File: src/rtl/gray_pkg.sv
`default_nettype none
// ============================================================================
//  Module     : gray_pkg
//  Description: Shared definitions for the binary/Gray count link: the
//               decoder FSM state encoding and the default count width.
//  Revision   : 1.0 - initial release
// ============================================================================
package gray_pkg;

    // Decoder FSM states: waiting for a reference sample, or tracking steps
    typedef enum logic {
        ST_IDLE  = 1'b0,
        ST_TRACK = 1'b1
    } state_t;

    // Default count/Gray word width shared by encoder and decoder sides
    localparam int GRAY_WIDTH_DEFAULT = 3;

endpackage : gray_pkg
`default_nettype wire

File: src/rtl/gray_to_bin.sv
`default_nettype none
// ============================================================================
//  Module     : gray_to_bin
//  Description: Combinational Gray-to-binary decoder. Each binary bit is the
//               XOR of all Gray bits at or above its position.
//  Revision   : 1.0 - initial release
// ============================================================================
module gray_to_bin
    import gray_pkg::*;
#(
    parameter int WIDTH = GRAY_WIDTH_DEFAULT
) (
    input  logic [WIDTH-1:0] gray,
    output logic [WIDTH-1:0] bin
);

    // Ripple the XOR prefix down from the MSB
    always_comb begin
        bin            = '0;
        bin[WIDTH-1]   = gray[WIDTH-1];
        for (int i = WIDTH - 2; i >= 0; i--) begin
            bin[i] = bin[i+1] ^ gray[i];
        end
    end

endmodule : gray_to_bin
`default_nettype wire

File: src/rtl/gray_count_decoder.sv
`default_nettype none
// ============================================================================
//  Module     : gray_count_decoder
//  Description: Samples a Gray-coded count, decodes it to binary and checks
//               that each sample is exactly one count step after the last.
//               Reports step errors, a saturating error tally and lock.
//               Optional macro GRAY_DIR_DETECT_EN: down-steps also pass and
//               a `dir` output reports the direction of the last good step.
//  Revision   : 1.0 - initial release
// ============================================================================
module gray_count_decoder
    import gray_pkg::*;
#(
    parameter int WIDTH     = GRAY_WIDTH_DEFAULT,
    parameter int ERR_CNT_W = 8
) (
    input  logic                 clk,
    input  logic                 clr_n,
    input  logic                 in_valid,
    input  logic [WIDTH-1:0]     gray_in,
    output logic [WIDTH-1:0]     bin_out,
    output logic                 out_valid,
    output logic                 step_err,
    output logic                 locked,
    output logic [ERR_CNT_W-1:0] err_count
`ifdef GRAY_DIR_DETECT_EN
    ,
    output logic                 dir
`endif
);

    localparam logic [WIDTH-1:0]     ONE_W   = WIDTH'(1);
    localparam logic [ERR_CNT_W-1:0] ONE_E   = ERR_CNT_W'(1);
    localparam logic [ERR_CNT_W-1:0] ERR_MAX = {ERR_CNT_W{1'b1}};

    state_t                 state_q, state_d;
    logic [WIDTH-1:0]       prev_q, prev_d;         // binary reference sample
    logic [WIDTH-1:0]       prev_gray_q, prev_gray_d; // Gray word of the reference
    logic [WIDTH-1:0]       bin_q, bin_d;
    logic                   out_valid_q, out_valid_d;
    logic                   step_err_q, step_err_d;
    logic                   locked_q, locked_d;
    logic [ERR_CNT_W-1:0]   err_cnt_q, err_cnt_d;
`ifdef GRAY_DIR_DETECT_EN
    logic                   dir_q, dir_d;
`endif

    logic [WIDTH-1:0]       dec_bin;
    logic [WIDTH-1:0]       exp_up;
    logic [WIDTH-1:0]       gray_diff;
    logic                   multi_bit;
    logic                   up_ok;
    logic                   down_ok;
    logic                   step_ok;

    gray_to_bin #(
        .WIDTH (WIDTH)
    ) u_gray_to_bin (
        .gray (gray_in),
        .bin  (dec_bin)
    );

    // Step check: binary must be prev+1 (or prev-1 when direction detect is
    // built in) and the Gray word may change in at most one bit.
    always_comb begin
        exp_up    = prev_q + ONE_W;
        gray_diff = prev_gray_q ^ gray_in;
        multi_bit = (gray_diff & (gray_diff - ONE_W)) != '0;
        up_ok     = !multi_bit && (dec_bin == exp_up);
`ifdef GRAY_DIR_DETECT_EN
        down_ok   = !multi_bit && (dec_bin == (prev_q - ONE_W));
`else
        down_ok   = 1'b0;
`endif
        step_ok   = up_ok || down_ok;
    end

    // Next-state and output logic for the IDLE/TRACK FSM
    always_comb begin
        state_d     = state_q;
        prev_d      = prev_q;
        prev_gray_d = prev_gray_q;
        bin_d       = bin_q;
        out_valid_d = 1'b0;
        step_err_d  = 1'b0;
        locked_d    = locked_q;
        err_cnt_d   = err_cnt_q;
`ifdef GRAY_DIR_DETECT_EN
        dir_d       = dir_q;
`endif
        if (in_valid) begin
            // Every accepted sample becomes the new reference (re-sync)
            prev_d      = dec_bin;
            prev_gray_d = gray_in;
            bin_d       = dec_bin;
            out_valid_d = 1'b1;
            case (state_q)
                ST_IDLE: begin
                    state_d = ST_TRACK;
                end
                ST_TRACK: begin
                    if (step_ok) begin
                        locked_d = 1'b1;
`ifdef GRAY_DIR_DETECT_EN
                        dir_d    = up_ok;
`endif
                    end else begin
                        step_err_d = 1'b1;
                        locked_d   = 1'b0;
                        if (err_cnt_q != ERR_MAX) begin
                            err_cnt_d = err_cnt_q + ONE_E;
                        end
                    end
                end
                default: begin
                    state_d = ST_IDLE;
                end
            endcase
        end
    end

    // State registers; reset discards the reference sample and wins over in_valid
    always_ff @(posedge clk) begin
        if (!clr_n) begin
            state_q     <= ST_IDLE;
            prev_q      <= '0;
            prev_gray_q <= '0;
            bin_q       <= '0;
            out_valid_q <= 1'b0;
            step_err_q  <= 1'b0;
            locked_q    <= 1'b0;
            err_cnt_q   <= '0;
`ifdef GRAY_DIR_DETECT_EN
            dir_q       <= 1'b0;
`endif
        end else begin
            state_q     <= state_d;
            prev_q      <= prev_d;
            prev_gray_q <= prev_gray_d;
            bin_q       <= bin_d;
            out_valid_q <= out_valid_d;
            step_err_q  <= step_err_d;
            locked_q    <= locked_d;
            err_cnt_q   <= err_cnt_d;
`ifdef GRAY_DIR_DETECT_EN
            dir_q       <= dir_d;
`endif
        end
    end

    assign bin_out   = bin_q;
    assign out_valid = out_valid_q;
    assign step_err  = step_err_q;
    assign locked    = locked_q;
    assign err_count = err_cnt_q;
`ifdef GRAY_DIR_DETECT_EN
    assign dir       = dir_q;
`endif

endmodule : gray_count_decoder
`default_nettype wire

File: config.mk
export PLATFORM = sky130hd
export DESIGN_NAME = gray_count_decoder
export DESIGN_NICKNAME = d
export VERILOG_FILES = /design/src/rtl/gray_pkg.sv /design/src/rtl/gray_to_bin.sv /design/src/rtl/gray_count_decoder.sv
export SDC_FILE = /design/constraint.sdc
export NUM_CORES = 1
export LEC_CHECK = 0
export CAP_MARGIN = 20
export CORE_UTILIZATION = 45
export CTS_BUF_LIST = sky130_fd_sc_hd__clkbuf_16
export CTS_CLUSTER_SIZE = 28
export DETAILED_ROUTE_END_ITERATION = 10
export PLACE_DENSITY = 0.72
export SLEW_MARGIN = 25
export SYNTH_ARGS = -nofsm -noshare
export SYNTH_HDL_FRONTEND = slang
export SYNTH_SLANG_ARGS = --single-unit
File: constraint.sdc
create_clock -name clk -period 2.74 [get_ports clk]
set_input_delay 0.411 -clock clk [delete_from_list [all_inputs] [get_ports clk]]
set_output_delay 0.411 -clock clk [all_outputs]
set_load 0.02 [all_outputs]
Yosys cells after proc, flatten, opt, wreduce, memory -nomap -nowiden
Index checks and enable logic that the tools add are counted.
{"block": "totals", "reg_bits": 18, "in_bits": 6, "output_inout_bits": 14, "word_cells": 26}
{"block": "classes", "addsub": 3, "eq_ne": 2, "n_mux": 3, "bitwise": 5, "n_reduce_logical": 6}
{"cell": "adder 8 x 1 -> 8 bit (second input constant)", "n": 1}
{"cell": "!= test 8 bit (second input constant)", "n": 1}
{"cell": "AND reduction 4 bit", "n": 1}
{"cell": "adder 3 x 1 -> 3 bit (second input constant)", "n": 1}
{"cell": "AND 3 bit", "n": 1}
{"cell": "equality test 3 bit", "n": 1}
{"cell": "two-way mux 1 bit", "n": 3}
{"cell": "AND reduction 3 bit", "n": 1}
{"cell": "nonzero test 3 bit", "n": 1}
{"cell": "subtractor 3 x 1 -> 3 bit (second input constant)", "n": 1}
{"cell": "bitwise XOR 3 bit", "n": 1}
{"cell": "AND reduction 2 bit", "n": 1}
{"cell": "bitwise XOR 1 bit", "n": 2}
{"cell": "logical AND 1 bit", "n": 1}
{"cell": "zero test 1 bit", "n": 1}
{"cell": "inverter 1 bit", "n": 1}

Logic depth before layout (Yosys ltp)
{"block": "depth", "depth_word": 8, "depth_mapped": 7, "depth_no_buf": 6}

Cells and area by module
From an unflattened synthesis, not the netlist that was laid out.
{"block": "hier_totals", "cells_unflattened": 93, "hier_area_um2": 867.1}
{"mod": "gray_count_decoder", "n_inst": 1, "cells_each": 90, "area_each_um2": 827.0, "seq_area_each_um2": 360.3}
{"mod": "gray_to_bin", "n_inst": 1, "cells_each": 3, "area_each_um2": 40.0, "seq_area_each_um2": 0.0}

Least setup slack after synthesis
No wires, ideal clock.
{"block": "synth_timing", "path_type": "register -> register", "start": "register, netlist name bin_out[0]", "end": "register err_cnt_q[7], in the netlist err_count[7]", "setup_time_ns": 0.115, "arrival_time_ns": 1.889, "t_required_ns": 2.625, "setup_slack_ns": 0.737, "path_stages_with_launch": 8, "path_buffers": 1, "period_less_slack_ns": 2.003, "cell_sequence": "dfxtp_1 ha_1 xor2_1 a211o_1 a221oi_4 buf_6 nor4_1 o21a_1"}
{"item": "end signal: assignment", "line": "gray_count_decoder.sv:144", "text": "err_cnt_q <= err_cnt_d;"}
{"item": "end: declaration", "line": "gray_count_decoder.sv:43", "text": "logic [ERR_CNT_W-1:0] err_cnt_q, err_cnt_d;"}

Final worst setup path
{"block": "layout_timing", "start": "input gray_in[1]", "end": "register err_cnt_q[7], in the netlist err_count[7]"}
{"block": "layout_via", "elab_chain_len": 8, "elab_cells_between_ends": 11, "cone_classes": "add/sub (1); eq/ne (1); bitwise (5); reduce/logical (4)"}
{"item": "start: declaration", "line": "gray_count_decoder.sv:20", "text": "input logic [WIDTH-1:0] gray_in,"}
{"item": "bitwise XOR 3 bit", "line": "gray_count_decoder.sv:67", "text": "gray_diff = prev_gray_q ^ gray_in;"}
{"item": "subtractor 3 x 1 -> 3 bit", "line": "gray_count_decoder.sv:68", "text": "multi_bit = (gray_diff & (gray_diff - ONE_W)) != '0;"}
{"item": "AND 3 bit", "line": "gray_count_decoder.sv:68"}
{"item": "nonzero test 3 bit", "line": "gray_count_decoder.sv:68"}
{"item": "zero test 1 bit", "line": "gray_count_decoder.sv:69", "text": "up_ok = !multi_bit && (dec_bin == exp_up);"}
{"item": "logical AND 1 bit *", "line": "gray_count_decoder.sv:69"}
{"item": "inverter 1 bit (no line) *"}
{"item": "AND reduction 4 bit (no line) *"}
Mark *: on every way between the ends. The rest lies on a longest branch, timed or not.
A chain may end at the register's enable or synchronous reset.

==> metrics.csv <==
metric;value;unit
min_period_over_period;78.3;%
grt_max_degree;15;
pwr-share-seq;39.6;%
crit_chain;clkdlybuf4s50_1 > xnor2_1 > xor3_1 > a221oi_4 > buf_4 > nor4_1 > o21a_1;
rsz0062_at_grt;false;
wl_per_cell;13.6;um
setup_viol;0;
crit_fanout;14;
synth-simple-area-share;23.3;%
drive_gt1_share;12.5;%
cts_buffers;3;
ys_seq_elements;17;
fmax;466;MHz
start_util;50.3;%
first_pass_iters;4;
tightest_slew;0.300;ns
grt_pass1_vias;582;
gp_congestion;0.771;
cts_root_buf;clkbuf_16;
fin_nets;121;
synthToLayoutAreaGrowth;30.9;%
dp_slack;0.350;ns
relSlewSlack;79.7;%
dieArea;2200;sq um
synth_fp_nets;100;
postSynthCellCount;92;
grt_usage;19.1;%
final_util;65.9;%
dp_hpwl;1.29;mm
power.density;565;nW/um^2
ys_seq_area_share;37.5;%
synth_compound_area_share;13.0;%
crit_buf_inv;2;
synth_xor_area_share;9.38;%
worstSetupPathType;input pin to flip-flop;
cap_violations;0;
cts_sinks;17;
cts_tree;done;
status;complete, no violations;
p_leak;0.000465;uW
die_h;46.9;um
clkTransAtPathRegs;0.05;ns
postCtsSetupBuffers;0;
synth_edf_count;0;
cts_hold_buf;0;
fillers;148;
fin_crit;2.15;ns
ir_drop;0.000368;V
end_kind;flip-flop;
num_rows;15;
cp_top_family;buffers and inverters;
grt_overflow;0;
async_flop_share;0;%
numPortBuffers;19;
syn-cell-area;907;sq um
netlist_top_cells_count;dfxtp_1 (17), mux2i_1 (8), nor2_1 (8);
ys_warn_count;0;
antenna_found_initial;0;
diodes;0;
slowest_stage;clkdlybuf4s50_1;
insertion_delay;0.25;ns
core;1800;sq um
ys.flop_type;dfxtp_1;
drc_errors;0;
fin_setup_tns;0;ns
swShare;24.8;%
cp.arrival;2.29;ns
p_switching;166;uW
num_io_pins;20;
timing_hold_violations_final;0;
yosysMostFrequentCell;dfxtp_1;
vias;754;
synth_top_area_cell;dfxtp_1;
cts_buffer_depth;2;
die_width;46.9;um
drtAntennaViolNets;0;
cp_slowest_stage_delay;0.52;ns
routed_via_density;5.50;
synth_cell_types;37;
wl;1.86;mm
synth_mux_area_share;8.83;%
required;2.88;ns
start_kind;input pin;
skew;0.00381;ns
combPwrFrac;16.4;%
final_max_slew_viol_count;0;
ys_top_cells_by_area;dfxtp_1 (38%), mux2i_1 (8.8%), xnor2_1 (3.9%), nand2b_1 (3.4%), nor2_1 (3.3%);
cts.repair.resized;0;
drtIter0Drc;15;
cts_max_level;1;
power.share.clock;44.0;%
synth_fa_ha_area_share;2.76;%
holdCritPathClass;flip-flop to flip-flop;
synth_top_area_share;37.5;%
synth_top_family_by_area;simple AND/OR/NAND/NOR gates;
postSynthAreaPerCell;9.86;sq um
internal_power;505;uW
setup_slack;0.594;ns
grt_pass1_wl;2.89;mm
[worst min-delay path, delay by kind of cell (launching register included)]
kind          cells  cell delay, ns
flops             1            0.32
simple gates      2            0.12
[per-stage QoR]
| stage | hold slack [ns] | cell area (sq um) | total power [uW] | instances |
|---|---|---|---|---|
| after floorplan | 0.456 | 907 | 347 | 92 |
| after global placement | 0.475 | 1110 | 375 | 133 |
| after detailed placement | 0.480 | 1110 | 379 | 133 |
| after CTS | 0.491 | 1190 | 675 | 137 |
| after global routing | 0.515 | 1190 | 700 | 137 |
| final | 0.486 | 1190 | 671 | 137 |
[flip-flops by register name (all words and copies together) (netlist names)]
register     cells
bin_out          2
locked           1
out_valid        1
err_count        8
prev_gray_q      3
state_q          1
step_err         1
[routing by layer]
metal / wire length, um / GRT usage, % / up-vias
met4: 17 / 6.86 / 0
met3: 86 / 5.77 / 3
li1: - / - / 369
met2: 896 / 28.9 / 25
met5: 0 / 0 / -
met1: 857 / 25.8 / 357
[layout make-up]
type,instances,area [sq um],area share [%]
clock buffers,3,75.1,6.32
well taps,25,31.3,2.63
inverters,1,3.75,0.316
multi-input cells,68,519,43.7
repair buffers,22,213,17.9
clock inverters,1,5.00,0.421
flip-flops and latches,17,340,28.7
[cells by family (layout without fill, tap and decap cells)]
group / count (synthesis) / in the layout
multiplexers: 8 / 8
AND/OR/NAND/NOR: 36 / 36
flip-flops: 17 / 17
buffers and inverters: 7 / 27
AO/OA/AOI/OAI: 14 / 14
XOR/XNOR: 8 / 8
adder cells (fa/ha/maj): 2 / 2
[power by group through the flow]
stage | clock network, uW | logic [uW] | registers, uW
2_1_floorplan | 0 | 70.0 | 277
3_5_place_dp | 0 | 108 | 271
6_report | 296 | 110 | 266
5_1_grt | 315 | 119 | 267
3_3_place_gp | 0 | 105 | 271
4_1_cts | 299 | 110 | 266
[path summary, 6_finish.rpt]
| path | start | endpoint | slack [ns] | depth (start not counted) |
|---|---|---|---|---|
| hold / removal | state_q$_SDFFE_PN0P_ | state_q$_SDFFE_PN0P_ | 0.49 | 2 |
| setup reg to reg | bin_out[0]$_SDFFE_PN0P_ | err_count[7]$_SDFFE_PN0P_ | 0.75 | 7 |
| setup / recovery | gray_in[1] | err_count[7]$_SDFFE_PN0P_ | 0.59 | 7 |
| hold reg to reg | state_q$_SDFFE_PN0P_ | state_q$_SDFFE_PN0P_ | 0.49 | 2 |
[layout by cell type, fill, tap and decap left out, drive strengths merged, types with 2 or more instances in the layout]
cell	Yosys	routed
nand2	5	5
clkdlybuf4s50	0	19
dfxtp	17	17
mux2i	8	8
nand3	3	3
a21oi	3	3
nor2	8	8
xor2	3	3
ha	2	2
and3	3	3
xnor2	4	4
nor3b	3	3
o21ai	2	2
nand2b	5	5
buf	6	3
nor3	3	3
clkinv	1	2
clkbuf	0	3
(Power assumes the default switching activity.)
